$ cat config.mk
export PLATFORM = sky130hd
export DESIGN_NAME = conv_mac_scheduler
export DESIGN_NICKNAME = d
export VERILOG_FILES = /design/src/rtl/conv_mac_scheduler.sv
export SDC_FILE = /design/constraint.sdc
export NUM_CORES = 1
export LEC_CHECK = 0
export CAP_MARGIN = 40
export CORE_AREA = 2 2 121 123
export DETAILED_ROUTE_END_ITERATION = 16
export DIE_AREA = 0 0 123 125
export PLACE_DENSITY = 0.78
export SETUP_SLACK_MARGIN = 0.1
export SYNTH_ARGS = -nofsm -noshare
export SYNTH_HDL_FRONTEND = slang
export SYNTH_SLANG_ARGS = --single-unit
$ cat constraint.sdc
create_clock -name clk -period 7.7 [get_ports clk]
set_input_delay 1.54 -clock clk [delete_from_list [all_inputs] [get_ports clk]]
set_output_delay 1.54 -clock clk [all_outputs]
set_load 0.02 [all_outputs]
$ cat src/rtl/conv_mac_scheduler.sv
// conv_mac_scheduler: valid-mode KxK convolution + ReLU sequenced over one shared FP multiplier and adder
module conv_mac_scheduler #(
  parameter int IMG_W = 5,
  parameter int IMG_H = 5,
  parameter int K = 3,
  parameter int WL = 32,
  localparam int OW = IMG_W - K + 1,
  localparam int OH = IMG_H - K + 1,
  localparam int IAW = (IMG_W * IMG_H > 1) ? $clog2(IMG_W * IMG_H) : 1,
  localparam int KAW = (K * K > 1) ? $clog2(K * K) : 1,
  localparam int RW = (OH > 1) ? $clog2(OH) : 1,
  localparam int CW = (OW > 1) ? $clog2(OW) : 1
) (
  input  logic           clk,
  input  logic           rst_n,
  input  logic           start,
  output logic           busy,
  output logic           done,
  output logic           rd_en,
  output logic [IAW-1:0] img_addr,
  output logic [KAW-1:0] ker_addr,
  input  logic [WL-1:0]  img_rdata,
  input  logic [WL-1:0]  ker_rdata,
  output logic [WL-1:0]  mul_a,
  output logic [WL-1:0]  mul_b,
  output logic           mul_valid,
  input  logic           mul_res_valid,
  input  logic [WL-1:0]  mul_res,
  output logic [WL-1:0]  add_a,
  output logic [WL-1:0]  add_b,
  output logic           add_valid,
  input  logic           add_res_valid,
  input  logic [WL-1:0]  add_res,
  output logic           out_valid,
  input  logic           out_ready,
  output logic [WL-1:0]  out_data,
  output logic [RW-1:0]  out_row,
  output logic [CW-1:0]  out_col
);
  typedef enum logic [2:0] {IDLE, FETCH, MUL, ADD, OUT} state_t;
  state_t state, state_n;
  logic [RW-1:0] r;
  logic [CW-1:0] c;
  logic [KAW-1:0] t;
  logic [WL-1:0] acc, prod;
  logic fresh, last_t, last_c, last_px, mul_ack, add_ack;
  assign last_t = t == KAW'(K * K - 1);
  assign last_c = c == CW'(OW - 1);
  assign last_px = last_c && r == RW'(OH - 1);
  // fresh marks the first cycle of a state, so each unit is issued exactly once per tap
  assign mul_ack = state == MUL && !fresh && mul_res_valid;
  assign add_ack = state == ADD && !fresh && add_res_valid;
  assign busy = state != IDLE;
  assign rd_en = state == FETCH;
  assign img_addr = rd_en ? IAW'((32'(r) + 32'(t) / K) * IMG_W + 32'(c) + 32'(t) % K) : '0;
  assign ker_addr = rd_en ? t : '0;
  assign mul_valid = state == MUL && fresh;
  assign mul_a = mul_valid ? ker_rdata : '0;
  assign mul_b = mul_valid ? img_rdata : '0;
  assign add_valid = state == ADD && fresh;
  assign add_a = add_valid ? prod : '0;
  assign add_b = add_valid ? acc : '0;
  assign out_valid = state == OUT;
  assign out_data = (out_valid && !acc[WL-1]) ? acc : '0;
  assign out_row = out_valid ? r : '0;
  assign out_col = out_valid ? c : '0;
  always_comb begin
    state_n = state;
    case (state)
      IDLE:    state_n = (start && !done) ? FETCH : IDLE;
      FETCH:   state_n = MUL;
      MUL:     state_n = mul_ack ? ADD : MUL;
      ADD:     state_n = add_ack ? (last_t ? OUT : FETCH) : ADD;
      OUT:     state_n = out_ready ? (last_px ? IDLE : FETCH) : OUT;
      default: state_n = IDLE;
    endcase
  end
  always_ff @(posedge clk) begin
    if (!rst_n) begin
      state <= IDLE;
      fresh <= 1'b0;
      done <= 1'b0;
      r <= '0;
      c <= '0;
      t <= '0;
      acc <= '0;
      prod <= '0;
    end else begin
      state <= state_n;
      fresh <= state_n != state;
      done <= state == OUT && out_ready && last_px;
      if (state == IDLE && start && !done) begin
        r <= '0;
        c <= '0;
        t <= '0;
        acc <= '0;
      end
      if (mul_ack) prod <= mul_res;
      if (add_ack) begin
        acc <= add_res;
        t <= last_t ? t : t + 1'b1;
      end
      if (state == OUT && out_ready && !last_px) begin
        c <= last_c ? '0 : c + 1'b1;
        r <= last_c ? r + 1'b1 : r;
        t <= '0;
        acc <= '0;
      end
    end
  end
endmodule

==> results.txt <==
Synth cell count leaders: 100 x and2_1, 77 x dfxtp_1, 77 x nand2_1
Logic pwr share: 0.180
Initial antenna violation count: 0
CP max stage cell: fa_1
Final setup viols: 0
Vias: 5368
Post-detail-place hpwl: 12500 um
Net Sw Frac: 0.259
Die Area: 15400 um2
Peak supply drop: 87.7 uV
CTS tree: done
Share of layout cells above drive strength 1: 0.0491
Row Count: 44
Hold_buf cts: 0
CP Data Required Time: 6160 ps
Synth Net Count: 790
CP Data Arrival Time: 5610 ps
Iteration-0 DRC Markers: 217
Critical path capture point type: output pin
Multi-input gate area: 2990 um2
Crit Path Class: reg2out
Yosys warns: 0
Post-CTS setup buffers: 0
Endpoints failing hold: 0
Vias per std cell: 4.88
DR WL/cell: 15.1 um
Top-area cell type share of the netlist area: 0.321
Vias in the first global route: 4989
Clk buf depth: 2
Power per Cell Area: 117 nW/um2
CP Max Fanout: 11
Worst R2R Setup Slack: 5450 ps
First-pass DRT Iterations: 4
Setup TNS: 0 ps
ANT cells: 0
Pins over their slew limit: 0
Die X: 123 um
Design area: 8300 um2
Sequential area share after synthesis: 0.321
Worst-path clk slew: 60 ps
Worst-margin pin slew: 588 ps
Distinct cells, synth: 54
Share of power burned in registers: 0.425
Sequential cell area: 1540 um2
Post-Syn Area: 4810 um2
Worst path cell trace: inv_1, nor2_1, ha_2, nand2b_1, a21o_2, xnor2_1, ha_1, or3b_1, a211o_1, o2bb2ai_2, ha_1, inv_1, fa_1, inv_1, ha_1, inv_1, fa_1, inv_1, ha_1, and2b_1, nand2_1, a211o_1, a21oi_1, dlymetal6s2s_1
GPL Wtd Cong: 0.800
Filler Cells Inserted: 1303
Final min period: 7150 ps
Area after DPL: 8020 um2
Root Driver: clkbuf_16
CP bufs+invs: 6
Max Cap Viol: 0
RSZ-0062 raised after global routing: no
# port buffers: 311
Cts bufs inserted: 9
P_sw: 0.000250 W
Synth Flop Type: dfxtp_1
Antenna-violating nets left: 0
H-tree Lvls: 3
Number of synthesized flops with an enable pin: 0
Async S/R FF share, synth: 0
Syn Inst Count: 634
Largest cells by area after synthesis: dfxtp_1 32%, and2_1 13%, and3_1 8.8%
First-pass GRT wire length: 25200 um
Worst min path class: reg2reg
Tcrit/Tclk final: 0.929
CP dominant cell by count: inv_1
Starting Density: 0.339
Congestion Overflow GR: 0
GRT Resource Usage Total: 0.205
Leakage power figure: 3.36 nW
CP startpoint kind: flip-flop
Final #Nets: 1069
# clock sinks: 77
Final Skew: 6.77 ps
Fmax: 140 MHz
Most frequent cell after synthesis: and2_1
Outcome: finished clean
WL final: 16700 um
Hold Slack: 448 ps
Pint: 0.000718 W
Biggest area consumer among synthesized cells: dfxtp_1
CORE AREA: 14200 um2
Clock Power Share: 0.395
Mean Syn Cell Area: 7.58 um2
Number of synthesized register bits: 77
IO Pins: 313
Die height: 125 um
Slowest Stage Delay on Critical Path: 530 ps
Crit path max-delay family: adder cells
Syn-to-layout area delta: 72.6%
Clk_lat worst skew: 330 ps
Worst slew margin: 0.606
Largest net degree at the start of global routing: 67
# DRC: 0
==> per-stage QoR <==
step | util | std cells | setup WS (ps) | power [W]
finish | 0.584 | 1101 | 546 | 0.000968
CTS | 0.584 | 1101 | 136 | 0.000977
global route | 0.584 | 1101 | 238 | 0.00101
floorplan | - | 634 | 1140 | 0.000490
detailed placement | 0.565 | 1086 | 290 | 0.000594
global placement | 0.563 | 1085 | 421 | 0.000593
==> layout make-up <==
class                           instances  area share
Timing Repair Buffer                  321       0.386
Multi-Input combinational cell        486       0.360
Clock buffer                           10      0.0276
Inverter                               18     0.00814
Sequential cell                        77       0.186
Tap cell                              184      0.0277
Clock inverter                          5     0.00452
==> worst paths after layout <==
kind | from | depth (start not counted) | to
hold / removal | prod[5]$_SDFFE_PN0P_ | 2 | prod[5]$_SDFFE_PN0P_
setup / recovery | t[2]$_SDFFE_PP0P_ | 24 | img_addr[3]
hold reg to reg | prod[5]$_SDFFE_PN0P_ | 2 | prod[5]$_SDFFE_PN0P_
setup reg to reg | state[2]$_SDFF_PN0_ | 7 | t[2]$_SDFFE_PP0P_
==> routing by layer <==
| layer | part of all wire | up-vias | track usage |
|---|---|---|---|
| li1 | - | 2685 | - |
| met1 | 0.41 | 2444 | 0.234 |
| met2 | 0.48 | 222 | 0.359 |
| met3 | 0.10 | 17 | 0.0680 |
| met4 | 0.017 | 0 | 0.0588 |
| met5 | 0 | - | 0 |
==> worst reg2reg max path, stage by stage, from the launching register on <==
cell      delay [ps]
dfxtp_1          430
nand3b_1         340
nor3b_2          230
buf_4            390
a21boi_0         390
nand2_1          130
xnor2_1          150
nor3_1            60
==> flip-flops by register name, summed over array words and instances (netlist names) <==
signal and cells:
acc 32, c 2, done 1, fresh 1, prod 32, r 2, state 3, t 4
==> power by group through the flow <==
stage | Combinational (W) | Clock, W | Sequential [W]
after floorplan | 0.0000717 | 0 | 0.000419
after CTS | 0.000174 | 0.000391 | 0.000412
after global placement | 0.000172 | 0 | 0.000420
final | 0.000174 | 0.000382 | 0.000412
after global routing | 0.000188 | 0.000406 | 0.000413
after detailed placement | 0.000174 | 0 | 0.000421
==> cell usage in the layout (no fill, tap or decap), drive strengths merged, types with 5 or more instances in the layout <==
cell | Yosys | layout
nor4 | 5 | 5
a22oi | 32 | 32
o21ai | 9 | 9
ha | 18 | 18
a21oi | 43 | 43
inv | 18 | 19
buf | 10 | 10
nand2 | 77 | 77
nor3 | 11 | 11
dfxtp | 77 | 77
and3 | 69 | 69
clkbuf | 43 | 10
and2 | 100 | 100
clkdlybuf4s50 | 0 | 309
nor2 | 56 | 56
xnor2 | 7 | 7
==> kinds of logic after synthesis <==
family,after synthesis,share of synthesized area
compound gates,106,0.147
xor+xnor,11,0.0200
fa+ha+maj,22,0.0635
buf+inv,71,0.0632
flops,77,0.321
mux,1,0.00312
other cells,1,0.000780
simple gates,345,0.382
==> what timing repair did <==
item / in CTS / in global routing
gates resized for setup: 3 / 2
cloned: 0 / 0
pin swaps: 0 / 0
endpoints found under the setup margin: 2 / 2
(Power assumes the default switching activity.)
